===== src/rtl/int2flt_seq.sv =====
// int2flt_seq -- multi-cycle signed integer to floating-point converter.
//
// Converts a two's-complement INT_W-bit integer into a {sign, biased
// exponent, mantissa} float (hidden leading 1). It uses one normalising
// shift per cycle, so latency depends on the operand's leading-zero count.
//
// Optional feature macro: INT2FLT_ROUND_EN
//   defined   -> round-to-nearest-even on the bits dropped below the mantissa
//   undefined -> truncation (guard/sticky ignored, no carry path)
//
// Ports:
//   clk      in   rising-edge clock
//   rst      in   asynchronous, active-low reset
//   start    in   conversion request, honoured only while idle
//   int_in   in   [INT_W-1:0] signed operand, captured when start is accepted
//   busy     out  high whenever a conversion is in flight (any state but IDLE)
//   done     out  one-cycle pulse: flt_out holds a fresh result
//   flt_out  out  [EXP_W+MAN_W:0] {sign, exponent, mantissa}, held between results
module int2flt_seq #(
  parameter int INT_W = 16,
  parameter int EXP_W = 5,
  parameter int MAN_W = 10
) (
  input  logic               clk,
  input  logic               rst,
  input  logic               start,
  input  logic [INT_W-1:0]   int_in,
  output logic               busy,
  output logic               done,
  output logic [EXP_W+MAN_W:0] flt_out
);

  localparam int BIAS = (1 << (EXP_W - 1)) - 1;
  localparam logic [EXP_W-1:0] EXP_TOP = EXP_W'(INT_W - 1 + BIAS);

  // The largest reachable exponent must stay below the all-ones (inf/NaN)
  // code. A rounding carry can only occur for magnitudes below 2^(INT_W-1),
  // so the largest reachable exponent is exactly INT_W-1+bias.
  generate
    if (INT_W + BIAS > (1 << EXP_W) - 1) begin : g_bad_params
      $error("int2flt_seq: INT_W=%0d cannot be represented finitely with EXP_W=%0d",
             INT_W, EXP_W);
    end
  endgenerate

  typedef enum logic [2:0] {IDLE, ABS, NORM, ROUND, DONE} state_t;

  state_t             state_reg;
  logic [INT_W-1:0]   int_reg;
  logic               sign_reg;
  logic [INT_W-1:0]   mag_reg;
  logic [EXP_W-1:0]   exp_reg;

  // Mantissa field taken from below the leading 1 (which sits at the MSB
  // once NORM has finished).
  logic [MAN_W-1:0]   man_trunc;
`ifdef INT2FLT_ROUND_EN
  logic               guard_bit;
  logic               sticky_bit;
`endif

  generate
    if (MAN_W >= INT_W - 1) begin : g_pad
      // Every significant bit fits: left-align and zero-fill, nothing to round.
      assign man_trunc = MAN_W'(mag_reg[INT_W-2:0]) << (MAN_W - INT_W + 1);
`ifdef INT2FLT_ROUND_EN
      assign guard_bit  = 1'b0;
      assign sticky_bit = 1'b0;
`endif
    end else begin : g_cut
      assign man_trunc = mag_reg[INT_W-2 -: MAN_W];
`ifdef INT2FLT_ROUND_EN
      assign guard_bit = mag_reg[INT_W-2-MAN_W];
      if (INT_W - 2 - MAN_W > 0) begin : g_sticky
        assign sticky_bit = |mag_reg[INT_W-3-MAN_W:0];
      end else begin : g_no_sticky
        assign sticky_bit = 1'b0;
      end
`endif
    end
  endgenerate

  logic [MAN_W-1:0]   man_final;
  logic [EXP_W-1:0]   exp_final;

`ifdef INT2FLT_ROUND_EN
  logic [MAN_W:0]     man_sum;
  // Round up on guard when above half (sticky) or at a tie with an odd LSB.
  // A carry out leaves the low MAN_W bits at zero, which is the cleared
  // mantissa; the exponent absorbs the carry.
  assign man_sum   = {1'b0, man_trunc}
                   + {{MAN_W{1'b0}}, guard_bit & (sticky_bit | man_trunc[0])};
  assign man_final = man_sum[MAN_W-1:0];
  assign exp_final = exp_reg + {{(EXP_W-1){1'b0}}, man_sum[MAN_W]};
`else
  assign man_final = man_trunc;
  assign exp_final = exp_reg;
`endif

  always_ff @(posedge clk or negedge rst) begin
    if (!rst) begin
      state_reg <= IDLE;
      int_reg   <= '0;
      sign_reg  <= 1'b0;
      mag_reg   <= '0;
      exp_reg   <= '0;
      busy      <= 1'b0;
      done      <= 1'b0;
      flt_out   <= '0;
    end else begin
      done <= 1'b0;
      case (state_reg)
        IDLE: begin
          if (start) begin
            int_reg   <= int_in;
            busy      <= 1'b1;
            state_reg <= ABS;
          end
        end
        ABS: begin
          sign_reg <= int_reg[INT_W-1];
          // Negating in INT_W bits maps the most negative value onto
          // 2^(INT_W-1), which is exactly its magnitude as unsigned.
          mag_reg  <= int_reg[INT_W-1] ? -int_reg : int_reg;
          exp_reg  <= EXP_TOP;
          if (int_reg == '0) begin
            flt_out   <= '0;
            done      <= 1'b1;
            state_reg <= DONE;
          end else begin
            state_reg <= NORM;
          end
        end
        NORM: begin
          if (mag_reg[INT_W-1]) begin
            state_reg <= ROUND;
          end else begin
            mag_reg <= mag_reg << 1;
            exp_reg <= exp_reg - 1'b1;
          end
        end
        ROUND: begin
          flt_out   <= {sign_reg, exp_final, man_final};
          done      <= 1'b1;
          state_reg <= DONE;
        end
        DONE: begin
          busy      <= 1'b0;
          state_reg <= IDLE;
        end
        default: begin
          busy      <= 1'b0;
          state_reg <= IDLE;
        end
      endcase
    end
  end

endmodule


===== config.mk =====
export PLATFORM = sky130hd
export DESIGN_NAME = int2flt_seq
export DESIGN_NICKNAME = d
export VERILOG_FILES = /design/src/rtl/int2flt_seq.sv
export SDC_FILE = /design/constraint.sdc
export NUM_CORES = 1
export LEC_CHECK = 0
export ABC_AREA = 1
export CAP_MARGIN = 20
export CORE_MARGIN = 4
export CORE_UTILIZATION = 55
export CTS_CLUSTER_DIAMETER = 100
export CTS_CLUSTER_SIZE = 20
export DETAILED_ROUTE_END_ITERATION = 16
export PLACE_DENSITY_LB_ADDON = 0.25
export SLEW_MARGIN = 20
export SYNTH_ARGS = -nofsm -noshare
export SYNTH_HDL_FRONTEND = slang
export SYNTH_SLANG_ARGS = --single-unit

===== constraint.sdc =====
create_clock -name clk -period 1.7 [get_ports clk]
set_input_delay 0.34 -clock clk [delete_from_list [all_inputs] [get_ports clk]]
set_output_delay 0.34 -clock clk [all_outputs]
set_load 0.01 [all_outputs]

==> reports/qor.yml, run 1 <==
vias: 2539
nets: 419
rsz0062_at_grt: "false"
core_area_sq_um: 5110
arrival_ps: 1250
wl_per_cell_microns: 13.1
end_kind: "output pin"
placed_cells: 456
syn_nets: 373
routed_wl_microns: 6170
place.gp.congestion: 0.809
initial_utilization_pct: 56.7
clkSinkCount: 59
cp_slowest_cell: "clkdlybuf4s50_1"
die_area_sq_um: 6490
netlist_area_sq_um: 2900
avgSynthCellArea_sq_um: 8.23
grt_max_degree: 34
worst_r2r_endpoint: "mag_reg[10]$_DFFE_PN0P_"
drive_above_1_share_pct: 10.4
top_level_ports: 37
crit_fanout: 2
io_buffer_count: 36
ys_top_cells_by_area: "dfrtp_1, nand3_1, nand2_1"
powerDensity_nw_per_um2: 1890
grt_use_total_pct: 21.2
cts_tree: "yes"
die_w_microns: 80.6
slowest_delay_ps: 550
hold_class: "flop to flop"
synthTopCellsByCount: "nand2_1, nand3_1, dfrtp_1"
yosys.area.top_type: "dfrtp_1"
drt_iter0_markers: 152
setup_viol: 0
die_h_microns: 80.6
area_growth_pct: 22.6
status: "finished, final reports clean"
grt_pass1_vias: 2381
viasPerCell: 5.38
crit_type: "flop to output pin"
finalHoldViolCount: 0
startpoint_type: "flop"
yosysWarnings: 0
fin_skew_ps: 8.20
slew_viol_final: 0
hold_start: "busy$_DFFE_PN0P_"
hpwl_microns: 4610
ys_ff_latch: 59
grt_overflow: 0
r2r_slack_ps: 140
nFillCells: 440
post_cts_buffers: 0
cts_root_buffer: "clkbuf_8"
maxCapViolCount: 0
ant_nets: 0
ys_async_sr_fraction_pct: 100
layoutNonFillerInstCount: 472
r2r-start: "int_reg[1]$_DFFE_PN0P_"
antenna_found_initial: 0
vdd_drop_max_mv: 0.943
setup_tns_ps: 0
clk_path_buf_depth: 2
timing.fmax_ghz: 0.628
holdPathEnd: "busy$_DFFE_PN0P_"
cts.htree.levels: 3
syn_inst: 352
rows: 26
drt-pass1-iter-count: 5
drc: 0
cts_made_buffers: 9
slew_headroom_pct: 66.3
fin_crit_sh_pct: 93.7
diodes: 0
grt_pass1_wl_microns: 10400
cellLeakagePower_nw: 1.72
worstMarginPinSlew_ps: 506
synth.top_cell.area_share_pct: 50.9
clk_latency_ps: 340
r2r_cells: 10
hold_depth: 2
worst_ep_required_time_ps: 1360
post-synth-top-count-cell: "nand2_1"
cp_top_family: "buffers and inverters"
path_clk_slew_ps: 70
crit_chain: "clkdlybuf4s50_1"
yosysSeqAreaShare_pct: 50.9
finalCriticalPeriod_ps: 1590
synthFlopType: "dfrtp_1"
cp.buffers_inverters: 1
synth-edff-count: 0
synthDistinctLibCells: 28
[layout by cell type, fill, tap and decap left out, types with 7 or more instances in the layout]
| cell type | netlist | layout |
|---|---|---|
| clkbuf_8 | 0 | 12 |
| nor2_1 | 30 | 30 |
| nand3_1 | 60 | 60 |
| clkdlybuf4s50_1 | 0 | 35 |
| nand2_1 | 68 | 68 |
| a21oi_1 | 20 | 20 |
| inv_1 | 38 | 37 |
| dfrtp_1 | 59 | 59 |
| buf_4 | 1 | 10 |
| o21ai_0 | 26 | 25 |
| o22ai_1 | 7 | 7 |
[report_power, final]
| part | internal (W) | switching (W) | leakage, nW |
|---|---|---|---|
| clock | 0.000636 | 0.000525 | 0.0953 |
| sequential | 0.00205 | 0.000445 | 0.703 |
| combinational | 0.00126 | 0.00180 | 0.921 |
[cells by family after synthesis]
family | share of synthesized area [%]
and+or+nand+nor | 27.9
AOI/OAI and AO/OA | 11.4
DFF | 51.0
buffers and inverters | 8.94
adders and majority gates | 0.863
[per-stage QoR]
| step | hold slack [ps] | utilization (%) | cell area (sq um) | setup WS, ps | power (W) |
|---|---|---|---|---|---|
| 2_1_floorplan | 44.4 | - | 2900 | 250 | 0.00458 |
| 3_3_place_gp | 338 | 65.7 | 3350 | 153 | 0.00542 |
| 3_5_place_dp | 340 | 65.7 | 3350 | 87.6 | 0.00556 |
| 4_1_cts | 491 | 69.4 | 3540 | 55.8 | 0.00674 |
| 5_1_grt | 529 | 69.6 | 3550 | 11.5 | 0.00728 |
| 6_report | 487 | 69.6 | 3550 | 108 | 0.00672 |
[tightest hold or removal path, delay by kind of cell (launching register included)]
kind / cells / cell delay, ps
flops: 1 / 350
simple gates: 2 / 110
[layout make-up]
type	instances	area, sq um	area share, %
Timing Repair Buffer	49	480	13.5
Sequential cell	59	1480	41.5
Tap cell	70	87.6	2.46
Inverter	42	158	4.44
Multi-Input combinational cell	237	1170	33.0
Clock inverter	2	10.0	0.282
Clock buffer	13	169	4.75
[routing by layer]
metal  up-vias  GRT usage [%]  wire length, microns
met1      1186           25.3                  2670
met2        85           35.4                  2970
met4         0           13.0                   187
li1       1252              -                     -
met5         -              0                     0
met3        16           3.92                   342
[worst max path at each step]
stage / start / end / slack (ps) / depth (start not counted)
after floorplan: int_reg[0]$_DFFE_PN0P_ / flt_out[7]$_DFFE_PN0P_ / 250 / 8
after global placement: int_reg[9]$_DFFE_PN0P_ / flt_out[5]$_DFFE_PN0P_ / 150 / 6
after detailed placement: int_reg[1]$_DFFE_PN0P_ / flt_out[12]$_DFFE_PN0P_ / 90 / 7
after CTS: int_reg[1]$_DFFE_PN0P_ / flt_out[12]$_DFFE_PN0P_ / 60 / 7
after global routing: int_reg[1]$_DFFE_PN0P_ / mag_reg[10]$_DFFE_PN0P_ / 10 / 10
final: flt_out[8]$_DFFE_PN0P_ / flt_out[8] / 110 / 1
[timing repair]
item | 4_1_cts | 5_1_grt
hold buffers | 1 | 0
resized for setup | 0 | 4
endpoints found under the hold margin | 20 | 0
setup endpoints to repair | 0 | 20
Power figures use the tool's default switching activity.
==> run 2, diff against run 1 <==
- CELL_PAD_IN_SITES_DETAIL_PLACEMENT: not set -> 0
- CELL_PAD_IN_SITES_GLOBAL_PLACEMENT: not set -> 2
- CORE_UTILIZATION: 55 -> 33
- clock period: 1.7 -> 1.78 ns (I/O delays scaled with it)
==> run 2 against run 1 <==
  * Core utilization is 27 points lower
  * Non-clock buffer count is 3 lower
  * First-iteration DRC count is 59% lower
  * Clock power is 3% higher
  * Worst setup slack better by 89 ps
  * Clock-buffer cell count is 3 lower
  * Sequential share of layout area is 0.48 points lower
  * Combinational power is 4% lower
  * Critical path type unchanged
  * Critical endpoint unchanged
  * Largest power group unchanged
==> reports/qor.yml, run 2 (synthesized netlist as in run 1, its figures left out) <==
setup_viol: 0  # unchanged
ant_nets: 0  # unchanged
timing.fmax_ghz: 0.632
end_kind: "output pin"  # unchanged
fin_util_pct: 42.9  # was 69.6%
diodes: 0  # unchanged
post_cts_buffers: 0  # unchanged
worst_ep_required_time_ps: 1420  # was 1360 ps
vias: 2421  # was 2539
grt_overflow: 0  # unchanged
crit_type: "flop to output pin"  # unchanged
maxCapViolCount: 0  # unchanged
clkSinkCount: 59  # unchanged
final_common_cell: "nand2_1"  # unchanged
slowest_delay_ps: 540  # was 550 ps
antenna_found_initial: 0  # unchanged
cts_root_buffer: "clkbuf_8"  # unchanged
worstMarginPinSlew_ps: 407  # was 506 ps
path_clk_slew_ps: 70  # about the same
rsz0062_at_grt: "false"  # unchanged
die_w_microns: 102  # was 80.6 microns
area_growth_pct: 24.1  # was 22.6%
powerDensity_nw_per_um2: 1810  # was 1890 nW/um^2
arrival_ps: 1230  # was 1250 ps
grt_pass1_vias: 2353  # was 2381
top_level_ports: 37  # unchanged
nFillCells: 895  # was 440
clk_path_buf_depth: 2  # unchanged
fin_crit_sh_pct: 88.9
grt_max_degree: 60  # was 34
grt_use_total_pct: 14.1  # was 21.2%
vdd_drop_max_mv: 0.642  # was 0.943 mV
cts.htree.levels: 3  # unchanged
status: "finished, final reports clean"  # unchanged
drt-pass1-iter-count: 4  # was 5
die_h_microns: 102  # was 80.6 microns
cp_top_family: "buffers and inverters"  # unchanged
crit_chain: "clkdlybuf4s50_1"  # unchanged
place.gp.congestion: 0.859  # was 0.809
slew_viol_final: 0  # unchanged
die_area_sq_um: 10300  # was 6490 sq um
drive_above_1_share_pct: 10.8  # was 10.4%
cts_tree: "yes"  # unchanged
finalCriticalPeriod_ps: 1580
cts.repair.resized: 0  # unchanged
crit_fanout: 2  # unchanged
cp.buffers_inverters: 1  # unchanged
wl_per_cell_microns: 13.3  # was 13.1 microns
grt_pass1_wl_microns: 11300  # was 10400 microns
hold_class: "primary input to async pin"  # was flop to flop
viasPerCell: 4.80  # was 5.38
hpwl_microns: 4910  # was 4610 microns
slew_headroom_pct: 72.7  # was 66.3%
cellLeakagePower_nw: 1.71  # was 1.72 nW
fin_skew_ps: 6.60  # was 8.20 ps
ctsHoldBuffers: 0  # was 1
nets: 416  # was 419
routed_wl_microns: 6690  # was 6170 microns
drt_iter0_markers: 62  # was 152
core_area_sq_um: 8380  # was 5110 sq um
initial_utilization_pct: 34.6  # was 56.7%
setup_tns_ps: 0  # unchanged
cts_made_buffers: 9  # unchanged
startpoint_type: "flop"  # unchanged
io_buffer_count: 36  # unchanged
finalHoldViolCount: 0  # unchanged
clk_latency_ps: 330  # was 340 ps
cp_slowest_cell: "clkdlybuf4s50_1"  # unchanged
rows: 33  # was 26
layout_common_cells: "nand2_1, nand3_1, dfrtp_1, inv_1, clkdlybuf4s50_1"  # unchanged
drc: 0  # unchanged
[run 2: cell count changes in the layout (fill, tap and decap cells not counted), sizes merged]
cell         delta
clkbuf          -3
buf             -2
clkinv          +2
bufinv          +1
dlygate4sd3     -1
[run 2: worst paths after layout]
path | from | to | slack (ps) | cells past startpoint
worst max register to register | int_reg[0]$_DFFE_PN0P_ | flt_out[11]$_DFFE_PN0P_ | 200 | 7
worst max-delay path | flt_out[8]$_DFFE_PN0P_ | flt_out[8] | 200 | 1
worst min-delay path | rst | flt_out[13]$_DFFE_PN0P_ | 10 | 2
worst min register to register | busy$_DFFE_PN0P_ | busy$_DFFE_PN0P_ | 480 | 2
max in group asynchronous | rst | int_reg[0]$_DFFE_PN0P_ | 1480 | 2
min in group clk | busy$_DFFE_PN0P_ | busy$_DFFE_PN0P_ | 480 | 2
[run 2: area by class of cell]
cell class | instances | area [sq um] | share of cell area, %
inverter | 42 | 158 | 4.39
tap | 105 | 131 | 3.65
clock inverter | 5 | 53.8 | 1.50
sequential | 59 | 1480 | 41.1
clock buffer | 10 | 138 | 3.83
multi-input combinational | 237 | 1180 | 32.9
timing repair buffer | 46 | 455 | 12.7
[run 2: routing by layer]
layer	vias up	GRT usage (%)	part of all wire [%]
met1	1121	19.0	49
met4	0	3.68	1.2
li1	1241	-	-
met3	9	4.55	5.0
met2	50	22.0	45
met5	-	0	0
[run 2: where the power goes]
part / switching [W] / internal, W / total, W
Combinational: 0.00174 / 0.00120 / 0.00294
Clock: 0.000527 / 0.000671 / 0.00120
Sequential: 0.000400 / 0.00196 / 0.00236
[run 2: through the flow]
| step | std cells | setup slack, ps | instance area [sq um] | hold slack, ps | power (W) |
|---|---|---|---|---|---|
| final | 504 | 197 | 3590 | 11.4 | 0.00650 |
| after global routing | 504 | 8.89 | 3590 | 46.1 | 0.00711 |
| after CTS | 504 | 69.6 | 3570 | 28.1 | 0.00659 |
| after detailed placement | 489 | 79.4 | 3380 | 390 | 0.00536 |
| after global placement | 489 | 120 | 3380 | 390 | 0.00533 |
| after floorplan | 352 | 330 | 2900 | 60.4 | 0.00438 |
==> run 3, diff against run 2 <==
- CORE_UTILIZATION: 33 -> 35
- clock period: 1.78 -> 1.83 ns (I/O delays scaled with it)
==> run 3 against run 2 <==
  * Routed wire length fell by 2.5%
  * Cell count down 0.79%
  * Clock-buffer cell count rose by 2
  * Clock power barely moved
  * Clock skew is 2.3 ps lower
  * Die area is 5.3% lower
  * Power decreased by 2.4%
  * Non-clock buffer count unchanged
  * Critical path depth unchanged
  * Combinational power down 3%
  * Critical path type unchanged
  * Critical endpoint is now flt_out[2]
  * Largest cell class unchanged
  * Largest power group unchanged
  * Highest routed layer unchanged
==> reports/qor.yml, run 3 (synthesized netlist as in run 1, its figures left out) <==
clk_path_buf_depth: 2  # unchanged
clk_latency_ps: 330  # about the same
startpoint_type: "flop"  # unchanged
highest_layer: "met4"  # unchanged
timing.fmax_ghz: 0.632
slew_viol_final: 0  # unchanged
crit_type: "flop to output pin"  # unchanged
diodes: 0  # unchanged
grt_pass1_wl_microns: 11200  # was 11300 microns
rows: 32  # was 33
final_common_cell: "nand2_1"  # unchanged
die_h_microns: 99.0  # was 102 microns
finalCriticalPeriod_ps: 1580
fin_skew_ps: 4.31  # was 6.60 ps
vias: 2380  # was 2421
io_buffer_count: 36  # unchanged
fin_util_pct: 45.6  # was 42.9%
nFillCells: 814  # was 895
antenna_found_initial: 0  # unchanged
drt-pass1-iter-count: 5  # was 4
multi_input_area_sq_um: 1180  # about the same
crit_chain: "clkdlybuf4s50_1"  # unchanged
top_level_ports: 37  # unchanged
rsz0062_at_grt: "false"  # unchanged
drt_iter0_markers: 69  # was 62
setup_tns_ps: 0  # unchanged
initial_utilization_pct: 36.7  # was 34.6%
fin_crit_sh_pct: 86.5
nets: 416  # unchanged
grt_pass1_vias: 2232  # was 2353
area_growth_pct: 24.1  # about the same
die_w_microns: 99.0  # was 102 microns
cellLeakagePower_nw: 1.72  # was 1.71 nW
routed_wl_microns: 6520  # was 6690 microns
worstMarginPinSlew_ps: 381  # was 407 ps
dr_wl_met3_microns: 271  # was 332 microns
grt_max_degree: 36  # was 60
powerDensity_nw_per_um2: 1760  # was 1810 nW/um^2
hold_class: "primary input to async pin"  # unchanged
grt_overflow: 0  # unchanged
setup_viol: 0  # unchanged
wl_per_cell_microns: 13.0  # was 13.3 microns
regArea_sq_um: 1480  # unchanged
cp.buffers_inverters: 1  # unchanged
ant_nets: 0  # unchanged
cts_root_buffer: "clkbuf_8"  # unchanged
grt_use_total_pct: 14.2  # was 14.1%
cp_top_family: "buffers and inverters"  # unchanged
slowest_delay_ps: 540  # about the same
hpwl_microns: 4910  # about the same
crit_fanout: 2  # unchanged
slew_headroom_pct: 74.3  # was 72.7%
arrival_ps: 1220  # was 1230 ps
cp_slowest_cell: "clkdlybuf4s50_1"  # unchanged
drive_above_1_share_pct: 9.80  # was 10.8%
route.met2.wl_microns: 2920  # was 3010 microns
path_clk_slew_ps: 60  # was 70 ps
status: "finished, final reports clean"  # unchanged
maxCapViolCount: 0  # unchanged
cts.htree.levels: 3  # unchanged
drc: 0  # unchanged
cts_tree: "yes"  # unchanged
viasPerCell: 4.76  # was 4.80
place.gp.congestion: 0.811  # was 0.859
clkSinkCount: 59  # unchanged
die_area_sq_um: 9800  # was 10300 sq um
cts_made_buffers: 9  # unchanged
routedLengthMet1_microns: 3240  # was 3260 microns
end_kind: "output pin"  # unchanged
finalHoldViolCount: 0  # unchanged
layout_common_cells: "nand2_1, nand3_1, dfrtp_1, inv_1, clkdlybuf4s50_1"  # unchanged
vdd_drop_max_mv: 0.621  # was 0.642 mV
core_area_sq_um: 7890  # was 8380 sq um
worst_ep_required_time_ps: 1460  # was 1420 ps
-- run 3: worst paths after layout --
kind                                               start                endpoint  slack (ps)  depth (start not counted)
worst max register to register  state_reg[2]$_DFFE_PN0P_  mag_reg[2]$_DFFE_PN0P_         250                          7
worst min register to register          busy$_DFFE_PN0P_        busy$_DFFE_PN0P_         470                          2
worst max-delay path              flt_out[2]$_DFFE_PN0P_              flt_out[2]         250                          1
max in group asynchronous                            rst  flt_out[3]$_DFFE_PN0P_         940                          3
worst min-delay path                                 rst          done$_DFF_PN0_         410                          2
min in group clk                        busy$_DFFE_PN0P_        busy$_DFFE_PN0P_         470                          2
-- run 3: power by group --
group / leakage, nW / switching [W] / internal, W / total [W]
Clock: 0.104 / 0.000486 / 0.000723 / 0.00121
Sequential: 0.703 / 0.000390 / 0.00191 / 0.00230
Combinational: 0.911 / 0.00168 / 0.00115 / 0.00284
-- run 3: layer usage --
layer / global-route usage [%] / up-vias
met1: 20.3 / 1077
met4: 5.04 / 0
li1: - / 1250
met2: 21.6 / 45
met3: 2.55 / 8
met5: 0 / -
-- run 3: per-stage QoR --
stage	cell area [sq um]	cells	power [W]	worst slack, ps	hold slack [ps]
2_1_floorplan	2900	352	0.00426	380	70.4
3_5_place_dp	3370	485	0.00519	58.3	216
6_report	3600	500	0.00634	247	405
3_3_place_gp	3370	485	0.00515	121	220
5_1_grt	3600	500	0.00694	83.1	425
4_1_cts	3580	500	0.00643	49.8	403
-- run 3: what timing repair did --
action,CTS,global route
resized for setup,0,4
setup endpoints to repair,0,20
hold endpoints to repair,5,0
hold buffers,1,0
buffers inserted,0,0
-- run 3: final cells by class --
type                       instances  share of cell area, %
clock buffer                      12                   4.59
inverter                          42                   4.38
clock inverter                     2                  0.974
tap                              102                   3.55
multi-input combinational        237                   32.7
timing repair buffer              46                   12.7
sequential                        59                   41.0
